## src/rtl/chatter_pkg.sv

```systemverilog
`default_nettype none
// +----------------------------------------------------------------------+
// | Module      : chatter_pkg                                            |
// | Description : Shared types and constants for the contact-bounce      |
// |               generator (state encoding, LFSR polynomial and seed).  |
// | Revision    : 1.0 - initial release                                  |
// +----------------------------------------------------------------------+
package chatter_pkg;

    localparam int              c_lfsr_w    = 16;
    localparam logic [15:0]     c_lfsr_mask = 16'hB400;
    localparam logic [15:0]     c_lfsr_seed = 16'hACE1;

    typedef enum logic [1:0] {
        S_IDLE   = 2'd0,
        S_BOUNCE = 2'd1,
        S_SETTLE = 2'd2
    } state_t;

    // Galois form of x^16+x^14+x^13+x^11+1, shifting toward bit 0.
    function automatic logic [c_lfsr_w-1:0] lfsr_next(input logic [c_lfsr_w-1:0] s);
        return s[0] ? ((s >> 1) ^ c_lfsr_mask) : (s >> 1);
    endfunction

endpackage
`default_nettype wire

```

## src/rtl/chatter_gen_lfsr16.sv

```systemverilog
`default_nettype none
// +----------------------------------------------------------------------+
// | Module      : lfsr16                                                 |
// | Description : Free-running 16-bit Galois LFSR with a fixed seed.     |
// | Revision    : 1.0 - initial release                                  |
// +----------------------------------------------------------------------+
module lfsr16
    import chatter_pkg::*;
#(
    parameter logic [15:0] SEED = c_lfsr_seed
) (
    input  logic                i_sys_clk,
    input  logic                i_rst_n,
    output logic [c_lfsr_w-1:0] o_state
);

    // An all-zero seed would lock the register up, so fall back to the default.
    localparam logic [c_lfsr_w-1:0] c_seed_eff = (SEED == 16'h0000) ? c_lfsr_seed : SEED;

    logic [c_lfsr_w-1:0] r_state;

    always_ff @(posedge i_sys_clk) begin
        if (!i_rst_n) begin
            r_state <= c_seed_eff;
        end else begin
            r_state <= lfsr_next(r_state);
        end
    end

    assign o_state = r_state;

endmodule
`default_nettype wire

```

## src/rtl/chatter_gen.sv

```systemverilog
`default_nettype none
// +----------------------------------------------------------------------+
// | Module      : chatter_gen                                            |
// | Description : Emulates mechanical contact bounce on a clean level by |
// |               emitting an odd burst of LFSR-timed toggles + settle.  |
// | Revision    : 1.0 - initial release                                  |
// +----------------------------------------------------------------------+
module chatter_gen
    import chatter_pkg::*;
#(
    parameter int          BOUNCE_MAX = 7,
    parameter int          HOLD_BITS  = 8,
    parameter int          SETTLE_CYC = 1000,
    parameter logic [15:0] LFSR_SEED  = c_lfsr_seed
) (
    input  logic i_sys_clk,
    input  logic i_rst_n,
    input  logic i_en,
    input  logic i_level,
    output logic o_signal,
    output logic o_busy,
    output logic o_done
);

    localparam int                   c_settle_w    = $clog2(SETTLE_CYC + 1);
    localparam logic [c_settle_w-1:0] c_settle_load = c_settle_w'(SETTLE_CYC - 1);
    localparam logic [c_settle_w-1:0] c_settle_one  = c_settle_w'(1);
    localparam logic [HOLD_BITS-1:0]  c_hold_one    = HOLD_BITS'(1);
    localparam logic [3:0]            c_bmax        = 4'(BOUNCE_MAX);

    logic [c_lfsr_w-1:0]   w_lfsr;
    logic                  w_unused;
    logic [3:0]            w_n;
    logic [HOLD_BITS-1:0]  w_hold_raw;
    logic [HOLD_BITS-1:0]  w_hold_load;

    state_t                r_state;
    logic                  r_signal;
    logic                  r_busy;
    logic                  r_done;
    logic [HOLD_BITS-1:0]  r_hold;
    logic [4:0]            r_left;
    logic [c_settle_w-1:0] r_settle;

    lfsr16 #(
        .SEED      (LFSR_SEED)
    ) u_lfsr (
        .i_sys_clk (i_sys_clk),
        .i_rst_n   (i_rst_n),
        .o_state   (w_lfsr)
    );

    // Only a few LFSR bits feed the timing; fold the rest so the bus is fully consumed.
    assign w_unused = ^w_lfsr;

    assign w_n         = (w_lfsr[3:0] > c_bmax) ? c_bmax : w_lfsr[3:0];
    assign w_hold_raw  = w_lfsr[HOLD_BITS-1:0];
    // Counter holds plateau length minus one; a zero sample means a 1-cycle plateau.
    assign w_hold_load = (w_hold_raw == '0) ? '0 : (w_hold_raw - c_hold_one);

    always_ff @(posedge i_sys_clk) begin
        if (!i_rst_n) begin
            r_state  <= S_IDLE;
            r_signal <= 1'b0;
            r_busy   <= 1'b0;
            r_done   <= 1'b0;
            r_hold   <= '0;
            r_left   <= '0;
            r_settle <= '0;
        end else begin
            r_done <= 1'b0;
            case (r_state)
                S_IDLE: begin
                    if (!i_en) begin
                        r_signal <= i_level;
                    end else if (i_level != r_signal) begin
                        r_signal <= ~r_signal;
                        r_busy   <= 1'b1;
                        if (w_n == 4'd0) begin
                            r_state  <= S_SETTLE;
                            r_settle <= c_settle_load;
                            r_hold   <= '0;
                            r_left   <= '0;
                        end else begin
                            r_state  <= S_BOUNCE;
                            r_hold   <= w_hold_load;
                            r_left   <= {w_n, 1'b0};
                        end
                    end
                end

                S_BOUNCE: begin
                    if (!i_en) begin
                        r_state  <= S_IDLE;
                        r_signal <= i_level;
                        r_busy   <= 1'b0;
                        r_hold   <= '0;
                        r_left   <= '0;
                        r_settle <= '0;
                    end else if (r_hold != '0) begin
                        r_hold <= r_hold - c_hold_one;
                    end else begin
                        r_signal <= ~r_signal;
                        r_left   <= r_left - 5'd1;
                        if (r_left == 5'd1) begin
                            r_state  <= S_SETTLE;
                            r_settle <= c_settle_load;
                            r_hold   <= '0;
                        end else begin
                            r_hold <= w_hold_load;
                        end
                    end
                end

                S_SETTLE: begin
                    if (!i_en) begin
                        r_state  <= S_IDLE;
                        r_signal <= i_level;
                        r_busy   <= 1'b0;
                        r_hold   <= '0;
                        r_left   <= '0;
                        r_settle <= '0;
                    end else if (r_settle != '0) begin
                        r_settle <= r_settle - c_settle_one;
                    end else begin
                        r_state <= S_IDLE;
                        r_busy  <= 1'b0;
                        r_done  <= 1'b1;
                    end
                end

                default: begin
                    r_state <= S_IDLE;
                    r_busy  <= 1'b0;
                end
            endcase
        end
    end

    assign o_signal = r_signal;
    assign o_busy   = r_busy;
    assign o_done   = r_done;

endmodule
`default_nettype wire

```

## config.mk

```make
export PLATFORM = sky130hd
export DESIGN_NAME = chatter_gen
export DESIGN_NICKNAME = d
export VERILOG_FILES = /design/src/rtl/chatter_pkg.sv /design/src/rtl/chatter_gen_lfsr16.sv /design/src/rtl/chatter_gen.sv
export SDC_FILE = /design/constraint.sdc
export NUM_CORES = 1
export LEC_CHECK = 0
export CORE_UTILIZATION = 30
export CTS_CLUSTER_DIAMETER = 60
export DETAILED_ROUTE_END_ITERATION = 16
export HOLD_SLACK_MARGIN = 0.12
export PLACE_DENSITY = 0.44
export SYNTH_ARGS = -nofsm -noshare
export SYNTH_HDL_FRONTEND = slang
export SYNTH_SLANG_ARGS = --single-unit
export TNS_END_PERCENT = 20
```

## constraint.sdc

```tcl
create_clock -name i_sys_clk -period 3.7 [get_ports i_sys_clk]
set_input_delay 0.74 -clock i_sys_clk [delete_from_list [all_inputs] [get_ports i_sys_clk]]
set_output_delay 0.74 -clock i_sys_clk [all_outputs]
set_load 0.02 [all_outputs]
```

After elaboration in Yosys (flattened, before gate mapping)
Index checks and enable logic that the tools add are counted.
- input bits: 4
- logic and storage cells: 91
- output and inout port bits: 3
- register bits: 44
- mux-type cells: 49
- magnitude comparators: 1
- equality and inequality tests: 14
- reduce and logical (&&, ||, !) cells: 13
- add/sub/neg operators: 4
- bitwise gates (word level): 2
- operators by type and width (kind ; number):
    two-way mux 10 bit ; 8
    two-way mux 8 bit ; 8
    two-way mux 5 bit ; 6
    one-hot mux 10 bit (3 select lines) ; 1
    one-hot mux 8 bit (3 select lines) ; 1
    two-way mux 16 bit ; 1
    two-way mux 2 bit ; 8
    subtractor 8 x 1 -> 8 bit, second input constant ; 2
    inequality test 3 bit, second input constant ; 5
    one-hot mux 5 bit (3 select lines) ; 1
    AND reduction 4 bit ; 3
    two-way mux 1 bit ; 11
    inequality test 2 bit, second input constant ; 5
    AND reduction 5 bit ; 2
    nonzero test 10 bit ; 1
    subtractor 10 x 1 -> 10 bit, second input constant ; 1
    zero test 8 bit ; 1
    nonzero test 8 bit ; 1
    AND reduction 7 bit ; 1
    one-hot mux 1 bit (3 select lines) ; 2
    one-hot mux 2 bit (3 select lines) ; 1
    == test 5 x 1 -> 1 bit, second input constant ; 1
    subtractor 5 x 1 -> 5 bit, second input constant ; 1
    greater-than comparator 4 x 3 -> 1 bit, second input constant ; 1
    10 further kinds ; 10

Logic depth before layout (Yosys ltp)
- depth after elaboration: 7
- gate-level depth with buffers: 9
- depth with buffers taken out: 7

By module
A second synthesis with hierarchy kept.
- cells, all modules: 291
- area total of the unflattened synthesis: 2532.4 µm²
- modules (own cells, without submodules) (module ; cells each ; instances ; seq. area each (µm²) ; area each (µm²)):
    chatter_gen ; 255 ; 1 ; 560.5 ; 2079.5
    lfsr16 ; 36 ; 1 ; 320.3 ; 452.9

Worst setup path after synthesis
OpenSTA, ideal clock, no wires.
- path kind: input to register
- start point: input port i_en
- end point: register r_hold[2]
- cell stages on the path: 7
- path buffers: 3
- library setup time: 116 ps
- required time: 3584 ps
- path slack: 1514 ps
- data arrival time: 2070 ps
- cells stage by stage: clkbuf_8 or3b_2 o32ai_1 clkbuf_8 buf_2 o221ai_1 o211a_1
- longest elaborated chain between the ends: 2
- elaborated cells on any way between the ends: 5
- classes of those cells: eq/ne: 2; mux: 2; reduce/logical: 1
- RTL lines (element ; line ; RTL):
    start, declared ; chatter_gen.sv:18 ; input logic i_en,
    two-way mux 8 bit or inequality test 2 bit (tied branches) ; - ;
    one-hot mux 8 bit (3 select lines) or AND reduction 4 bit (tied branches) ; - ;
    end signal, assigned ; chatter_gen.sv:86 ; r_hold <= w_hold_load;
    end signal, assigned ; chatter_gen.sv:101 ; r_hold <= r_hold - c_hold_one;
    end signal, assigned ; chatter_gen.sv:110 ; r_hold <= w_hold_load;
    end, declared ; chatter_gen.sv:41 ; logic [HOLD_BITS-1:0] r_hold;
Several ways; a longest one is shown, not always the timed one.
A chain may end at the register's enable or synchronous reset.

Final worst setup path
- start point: input port i_en
- end point: register r_settle[4]
- longest elaborated chain between the ends: 2
- elaborated cells on any way between the ends: 8
- classes of those cells: eq/ne: 4; mux: 3; reduce/logical: 1
- RTL lines (element ; line ; RTL):
    inequality test 3 bit (no source line), or another cell as far along ; - ;
    AND reduction 7 bit (no source line) or one-hot mux 10 bit (3 select lines) (tied branches) ; - ;
    end signal, assigned ; chatter_gen.sv:81 ; r_settle <= c_settle_load;
    end signal, assigned ; chatter_gen.sv:107 ; r_settle <= c_settle_load;
    end signal, assigned ; chatter_gen.sv:124 ; r_settle <= r_settle - c_settle_one;
    end, declared ; chatter_gen.sv:43 ; logic [c_settle_w-1:0] r_settle;
Several ways; a longest one is shown, not always the timed one.

==> results by group <==
Run status
  • Status: completed

Worst setup path
  • Worst setup path endpoint: r_settle[4]
  • Crit path capture type: flip-flop
  • Worst Setup Start Kind: input port
  • Crit-path max FO: 11
  • Crit path from: i_en
  • Worst Path Required: 3890 ps
  • Reg-to-reg setup timing slack: 1210 ps
  • RR Startpoint: r_hold[0]
  • Worst R2R End: r_settle[4]
  • CP Class: input port to flip-flop
  • CP arrival: 2850 ps
  • Reg2Reg Depth: 7

Placed design
  • GPL Wtd Cong: 0.754
  • Input/output buffers: 6
  • Placed cells: 389
  • HPWL after DPL: 4060 um

CTS
  • TritonCTS Sinks: 44
  • Hold Buf Count CTS: 0
  • Post_cts resized: 0
  • Clk_lat worst skew: 300 ps
  • CTS Buffer Depth: 2
  • Clock buffer count from CTS: 5
  • CTS tree: done
  • Clk root buf: clkbuf_8
  • Clk slew on worst S/H paths: 90 ps
  • Post-CTS Setup Repair Bufs: 0
  • H-tree depth: 2

Power and ir drop
  • NetSw: 915 uW
  • Reg power frac: 0.332
  • Clock power frac: 0.158
  • Internal cell power: 1180 uW
  • Leak Pwr: 0.000988 uW
  • Maximum VDD drop: 187 uV
  • Switching Share: 0.436
  • Power density over cell area: 779 nW/um2
  • Comb power frac: 0.510

Yosys
  • Netlist cell types: 61
  • Net Count, Synth: 303
  • YS warnings: 0
  • Async SR Flop Fraction: 0
  • Synth Flop Type: dfxtp_1
  • Post-synthesis sequential area ratio: 0.358
  • Post-Syn Area per Cell: 8.49 um2
  • Number of synthesized register bits: 44
  • Syn Inst Count: 290
  • Post-synth EDFFs: 0
  • Mapped Area: 2460 um2

Cells and area
  • Layout cells sized above 1: 0.0915
  • Commonest non-fill, non-tap cell in the layout: dfxtp_1
  • Syn-to-layout area delta: 9.45%
  • Most frequent cells in the layout: dfxtp_1, nand2_1, o21ai_0
  • Final net count: 307
  • Fillers: 856
  • Antenna Cells: 0
  • Footprint of the multi-input gates: 1460 um2
  • FF/Latch Area: 881 um2
  • Fin cells: 397
  • Finished Core Util: 0.343

Die
  • Die X: 92.6 um
  • Die footprint: 8570 um2
  • Num rows: 32
  • Core Box Area: 7850 um2
  • IO Count: 7
  • Die height: 92.6 um
  • Initial core utilization: 0.314

Timing
  • Hold Vio Cnt, Final: 0
  • Slew headroom: 0.598
  • Period utilisation layout: 0.718
  • Fmax: 376 MHz
  • Period minus WS final: 2660 ps
  • Hold Worst Slack: 413 ps
  • Max-slew violations: 0
  • Clk_skew: 9.22 ps
  • Finish-stage setup viols: 0
  • Worst slew pin tran: 600 ps
  • RSZ-0062 raised after global routing: no
  • Setup TNS: 0 ps

Worst hold path
  • Hold Path Class: flip-flop to flip-flop

Global route
  • Largest net degree at the start of global routing: 36
  • GRT overflow: 0
  • Antenna violations before repair: 0
  • First-pass GRT wire length: 9940 um
  • Gr usage total: 0.146
  • Vias in the first global route: 2015

Route
  • Vias per inst: 5.29
  • Drt wl/cell: 14.3 um
  • DR iter-0 viols: 76
  • Vias post-DR: 2099
  • Antenna-violating nets left: 0
  • Post-route DRC violation count: 0
  • Wirelength, routed: 5680 um
  • Drt pass-1 iters: 4

Job
  • Max-cap viol count: 0
==> logic make-up after synthesis <==
| group | Yosys count | share of synthesized area |
|---|---|---|
| XOR/XNOR | 10 | 0.0356 |
| flip-flops | 44 | 0.358 |
| AO/OA/AOI/OAI | 86 | 0.225 |
| adder cells (fa/ha/maj) | 9 | 0.0457 |
| buffers and inverters | 25 | 0.0533 |
| multiplexers | 5 | 0.0208 |
| AND/OR/NAND/NOR | 111 | 0.262 |
==> sequential cells by signal, summed over array words and instances (netlist names) <==
name / flops
r_hold: 8
u_lfsr.o_state: 16
o_signal: 1
r_state: 2
o_done: 1
o_busy: 1
r_left: 5
r_settle: 10
==> synthesized netlist by cell type (4+ instances only) <==
library cell | n | share of area
a21oi_1 | 23 | 0.047
a31oi_1 | 5 | 0.013
and2_1 | 10 | 0.025
clkbuf_1 | 4 | 0.0061
dfxtp_1 | 44 | 0.36
ha_1 | 9 | 0.046
inv_1 | 12 | 0.018
mux2i_1 | 4 | 0.016
nand2_1 | 26 | 0.040
nand2b_1 | 5 | 0.013
nand3_1 | 5 | 0.010
nor2_1 | 19 | 0.029
nor3_1 | 11 | 0.022
nor4_1 | 5 | 0.013
o211a_1 | 4 | 0.016
o21ai_0 | 26 | 0.053
o31ai_1 | 4 | 0.012
or4_1 | 5 | 0.015
xnor2_1 | 8 | 0.028
==> area by class of cell <==
cell class              instances  share of cell area
clock buffers                   6              0.0306
clock inverters                 2             0.00557
inverters                      13              0.0181
multi-input cells             221               0.541
flip-flops and latches         44               0.327
well taps                     102              0.0474
repair buffers                  9              0.0306
==> power groups by stage <==
stage	sequential, uW	clock, uW	combinational (uW)
2_1_floorplan	687	0	850
3_3_place_gp	711	0	1090
3_5_place_dp	708	0	1070
4_1_cts	697	346	1080
5_1_grt	720	362	1210
6_report	697	331	1070
==> worst max-delay path, stage by stage <==
cell             delay [ps]
clkdlybuf4s50_1         570
nand2_1                 290
a31oi_1                 160
nor4b_4                 610
o21ai_0                 190
a32o_1                  290
==> routing by layer <==
metal | track usage | wire length (um) | vias up
met5 | 0 | 0 | -
met4 | 0.0482 | 82 | 0
met3 | 0.0255 | 136 | 7
met2 | 0.226 | 2500 | 26
met1 | 0.205 | 2960 | 990
li1 | - | - | 1076
==> how the worst min path moves through the flow <==
stage | start | to | slack [ps] | depth (start not counted)
2_1_floorplan | u_lfsr.o_state[12] | u_lfsr.o_state[11] | 390 | 1
3_3_place_gp | u_lfsr.o_state[12] | u_lfsr.o_state[11] | 390 | 1
3_5_place_dp | u_lfsr.o_state[12] | u_lfsr.o_state[11] | 400 | 1
4_1_cts | u_lfsr.o_state[12] | u_lfsr.o_state[11] | 420 | 1
5_1_grt | u_lfsr.o_state[8] | u_lfsr.o_state[7] | 440 | 1
6_report | u_lfsr.o_state[12] | u_lfsr.o_state[11] | 410 | 1
==> through the flow <==
stage	setup WS, ps	instance area [um2]	power (uW)
global placement	739	2600	1800
CTS	1030	2700	2120
global route	853	2700	2300
finish	1040	2700	2100
floorplan	1510	2460	1540
detailed placement	724	2600	1780
Power figures use the tool's default switching activity.
==> edit 1 (same flow settings) <==
Make the reset (`i_rst_n`) asynchronous in 2 clocked blocks.
--- a/src/rtl/chatter_gen_lfsr16.sv
+++ b/src/rtl/chatter_gen_lfsr16.sv
@@ -19,7 +19,7 @@
 
     logic [c_lfsr_w-1:0] r_state;
 
-    always_ff @(posedge i_sys_clk) begin
+    always_ff @(posedge i_sys_clk or negedge i_rst_n) begin
         if (!i_rst_n) begin
             r_state <= c_seed_eff;
         end else begin
--- a/src/rtl/chatter_gen.sv
+++ b/src/rtl/chatter_gen.sv
@@ -58,7 +58,7 @@
     // Counter holds plateau length minus one; a zero sample means a 1-cycle plateau.
     assign w_hold_load = (w_hold_raw == '0) ? '0 : (w_hold_raw - c_hold_one);
 
-    always_ff @(posedge i_sys_clk) begin
+    always_ff @(posedge i_sys_clk or negedge i_rst_n) begin
         if (!i_rst_n) begin
             r_state  <= S_IDLE;
             r_signal <= 1'b0;
Formal check against the unedited RTL: differs if i_rst_n is asserted again (counterexample within 4 cycles, from zero or initial values and one cycle with i_rst_n low); with i_rst_n held inactive, the same outputs for 10 cycles.
==> edit 1 against the original RTL <==
Design area rose by 3.6%; sequential share of layout area grew 7.1 points; fmax rose by 7.9%; register-to-register slack better by 0.11 ns; setup slack better by 0.19 ns; area after synthesis increased by 4.7%; routed wire length rose by 1.5%; non-clock buffer count fell by 3; clock power rose by 16%; total power shrank 14%; sequential cell count unchanged; combinational power fell by 31%; global-route usage fell by 0.29 points; sequential power is 2% lower.
==> edit 1: results (changes against the original RTL) <==
Worst hold path
  • Hold path start: u_lfsr.o_state[8]$_DFF_PN0_
  • WHS Path Cells: 0 (-1)

Critical path
  • Max incr delay on CP: 0.63 ns (+0.02 ns)
  • CP Max Fanout: 14 (+3)
  • CP max stage cell: clkdlybuf4s50_1
  • CP Capture Point: r_hold[2]$_DFFE_PN0P_
  • Reg2Reg Launch Point: r_state[1]$_DFFE_PN0P_
  • Reg2Reg Setup Slack: 1.32 ns (+0.11 ns)

Detailed routing
  • Initial DRT Pass Iterations: 5 (+1)
  • First DRT Iteration DRCs: 114 (+50%)
  • Vias/cell: 5.30 (+0.26%)
  • Final wirelength: 5.77 mm (+1.5%)

GRT
  • First-pass GRT wire length: 9.75 mm (-1.9%)
  • Largest net degree at the start of global routing: 45 (+25%)
  • Vias in the first global route: 1921 (-4.7%)
  • GR Util All Layers: 0.144 (-0.00289)

Synth
  • XOR/XNOR Fraction of Synth Area: 0.0238 (-0.0118)
  • Ys async rst share: 1.00 (+1.00)
  • Synth Area in Adders: 0.0437 (-0.00206)
  • Main flop type after synthesis: dfrtp_1
  • Commonest cells in the synthesized netlist: dfrtp_1 (36), nor2_1 (31), o21ai_0 (22)
  • Ranking of synthesized cells by area: dfrtp_1 (35%), dfstp_2 (8.2%), nor2_1 (4.5%)

STA
  • Worst setup margin: 1.24 ns (+0.194 ns)
  • Max-Slew Margin vs Limit: 0.324 (-0.274)

Layout
  • Multi-input logic area: 0.00132 mm2 (-9.3%)
  • Layout cell share with drive strength beyond 1: 0.127 (+0.0358)
  • Nets: 279 (-9.1%)

Pwr
  • Leakage Power: 0.00116 uW (+18%)
  • Register share of total power: 0.378 (+0.046)

Placement
  • DP HPWL: 4.09 mm (+0.79%)
  • GPL Wtd Cong: 0.763 (+1.2%)
  • DP Cell Count: 364 (-6.4%)
  • Pre-CTS setup slack: 0.883 ns (+0.159 ns)

Status
  • Status: finished clean
-- edit 1: cell count changes in the layout (fill, tap and decap cells not counted), moves of 4 or more --
cell | before | now
a21oi_1 | 23 | 17
and2_1 | 10 | 2
dfrtp_1 | 0 | 36
dfstp_2 | 0 | 8
dfxtp_1 | 44 | 0
nand2_1 | 26 | 14
nor2_1 | 19 | 31
o211a_1 | 4 | 0
o21ai_0 | 26 | 22
o21ai_1 | 0 | 4
xnor2_1 | 8 | 3
-- edit 1: per-layer routing --
metal / share of wire / global-route usage / vias up
met5: 0 / 0 / -
met3: 0.039 / 0.0370 / 8
met1: 0.49 / 0.191 / 950
met4: 0.0088 / 0.0341 / 0
met2: 0.46 / 0.233 / 40
li1: - / - / 974
-- edit 1: final cells by class --
class,count,share of cell area
sequential,44,0.398
clock inverter,3,0.0166
clock buffer,5,0.0247
multi-input combinational,194,0.474
timing repair buffer,6,0.0197
tap,105,0.0471
inverter,15,0.0202
==> edit 2 (config.mk and constraints unchanged) <==
Made on the original files. The parameter `HOLD_BITS` goes from 8 to 12.
--- a/src/rtl/chatter_gen.sv
+++ b/src/rtl/chatter_gen.sv
@@ -9,7 +9,7 @@
     import chatter_pkg::*;
 #(
     parameter int          BOUNCE_MAX = 7,
-    parameter int          HOLD_BITS  = 8,
+    parameter int          HOLD_BITS  = 12,
     parameter int          SETTLE_CYC = 1000,
     parameter logic [15:0] LFSR_SEED  = c_lfsr_seed
 ) (
Behaviour: same outputs for any inputs over 10 cycles, from zero or initial values and one cycle with i_rst_n low; that may be too few to reach the edited logic, so the function may still have changed.
==> edit 2 against the original RTL <==
Sequential cell count increased by 4; combinational power increased by 48%; area after synthesis increased by 16%; routed wire length increased by 21%; design area increased by 18%; non-clock buffer count increased by 3; setup slack got worse by 0.11 ns; total power increased by 37%; via count increased by 15%; largest cell class unchanged.
==> edit 2: results (changes against the original RTL) <==
Status
  • Status: finished clean

Detailed routing
  • Met2 routed WL: 2.99 mm (+20%)
  • Wl on met1: 3.59 mm (+21%)
  • Top layer used by detailed routing: met4
  • Via count: 2417 (+15%)
  • Met3 WL: 189 um (+39%)
  • Routed len/inst: 14.6 um (+2.1%)
  • First DRT Iteration DRCs: 73 (-3.9%)
  • Vias/cell: 5.14 (-2.7%)

STA
  • Worst slew pin tran: 0.663 ns (+0.0630 ns)
  • Worst Clk Skew: 0.0105 ns (+0.00123 ns)
  • Final hold slack: 0.419 ns (+0.00591 ns)
  • Fmax: 0.361 GHz (-4.0%)
  • Setup TNS: 0 ns (unchanged)

Critical path
  • Max incr delay on CP: 0.68 ns (+0.07 ns)
  • Critical path's top delay family: simple AND/OR/NAND/NOR gates
  • Reg2Reg Launch Point: r_state[0]$_SDFFE_PN0P_
  • CP max stage cell: clkdlybuf4s50_1
  • Worst R2R Path Depth: 7 (unchanged)
  • Critical R2R Capture: r_settle[8]$_SDFFE_PN0P_
  • Reg2Reg Setup Slack: 1.29 ns (+0.08 ns)
  • Crit path arrival time: 3.00 ns (+0.15 ns)
  • CP Max Fanout: 12 (+1)
  • CP Capture Point: r_settle[8]$_SDFFE_PN0P_

Layout
  • Max reg flops: 16 (unchanged)
  • Layout cell share with drive strength beyond 1: 0.0821 (-0.00941)
  • Nets: 356 (+16%)
  • # diodes: 0 (unchanged)

Synth
  • Ranking of synthesized cells by area: dfxtp_1 (34%), ha_1 (5.3%), o21ai_0 (3.5%)
  • Post-synth design cell area: 0.00286 mm2 (+16%)
  • Syn_nets: 353 (+17%)
  • Ys async rst share: 0 (unchanged)
  • Commonest cells in the synthesized netlist: dfxtp_1 (48), nand2_1 (26), o21ai_0 (20)
  • Synthesis warning total: 0 (unchanged)
  • Seq/Total Area, Yosys: 0.337 (-0.0212)
  • Main flop type after synthesis: dfxtp_1
  • Synth Instances: 337 (+16%)
  • Post-synthesis cell type count: 60 (-1.6%)

GRT
  • First-pass GRT wire length: 11.6 mm (+17%)
  • Vias in the first global route: 2341 (+16%)
  • Largest net degree at the start of global routing: 29 (-19%)
  • GR Util All Layers: 0.147 (+0.000807)

Worst hold path
  • Hold path start: u_lfsr.o_state[12]$_SDFF_PN0_
  • Hold EP: u_lfsr.o_state[11]$_SDFF_PN1_
  • WHS Path Cells: 1 (unchanged)

Pwr
  • Peak VDD IR: 262 uV (+40%)
  • Leakage Power: 0.00117 uW (+18%)

Placement
  • GPL Wtd Cong: 0.750 (-0.54%)
  • DP Cell Count: 462 (+19%)
  • Placement Cell Area: 0.00305 mm2 (+17%)
  • DP HPWL: 4.91 mm (+21%)
  • PortBufs: 6 (unchanged)
  • Pre-CTS setup slack: 0.596 ns (-0.128 ns)

Clocking
  • Max H-tree Level: 2 (unchanged)
  • Total CTS buffers: 5 (unchanged)
  • Resize count post-CTS: 0 (unchanged)
  • CTS root buffer: clkbuf_8
  • CTS max path bufs: 2 (unchanged)
## edit 2: layout make-up
class | instances | area [um2]
Clock inverter | 1 | 30.0
Fill cell | 985 | 6060
Timing Repair Buffer | 12 | 105
Clock buffer | 7 | 96.3
Sequential cell | 48 | 961
Tap cell | 129 | 161
Inverter | 17 | 63.8
Multi-Input combinational cell | 256 | 1760
## edit 2: cell families after synthesis
| group | share of synthesized area |
|---|---|
| muxes | 0.0110 |
| xor gates and xnor gates | 0.0583 |
| buffers and inverters | 0.0473 |
| and+or+nand+nor | 0.255 |
| adders and majority gates | 0.0526 |
| AOI/OAI and AO/OA | 0.240 |
| DFF | 0.337 |
## edit 2: metal layers
layer  vias to the layer above  track usage
met5                         -            0
met4                         0       0.0486
li1                       1241            -
met2                        40        0.229
met1                      1127        0.207
met3                         9       0.0232
## edit 2: report_power, final
group	internal (uW)	leakage, uW	total (uW)	switching, uW
Sequential	675	0.000396	868	192
Combinational	634	0.000706	1580	941
Clock	239	0.0000645	424	185
Total	1550	0.00117	2870	1320
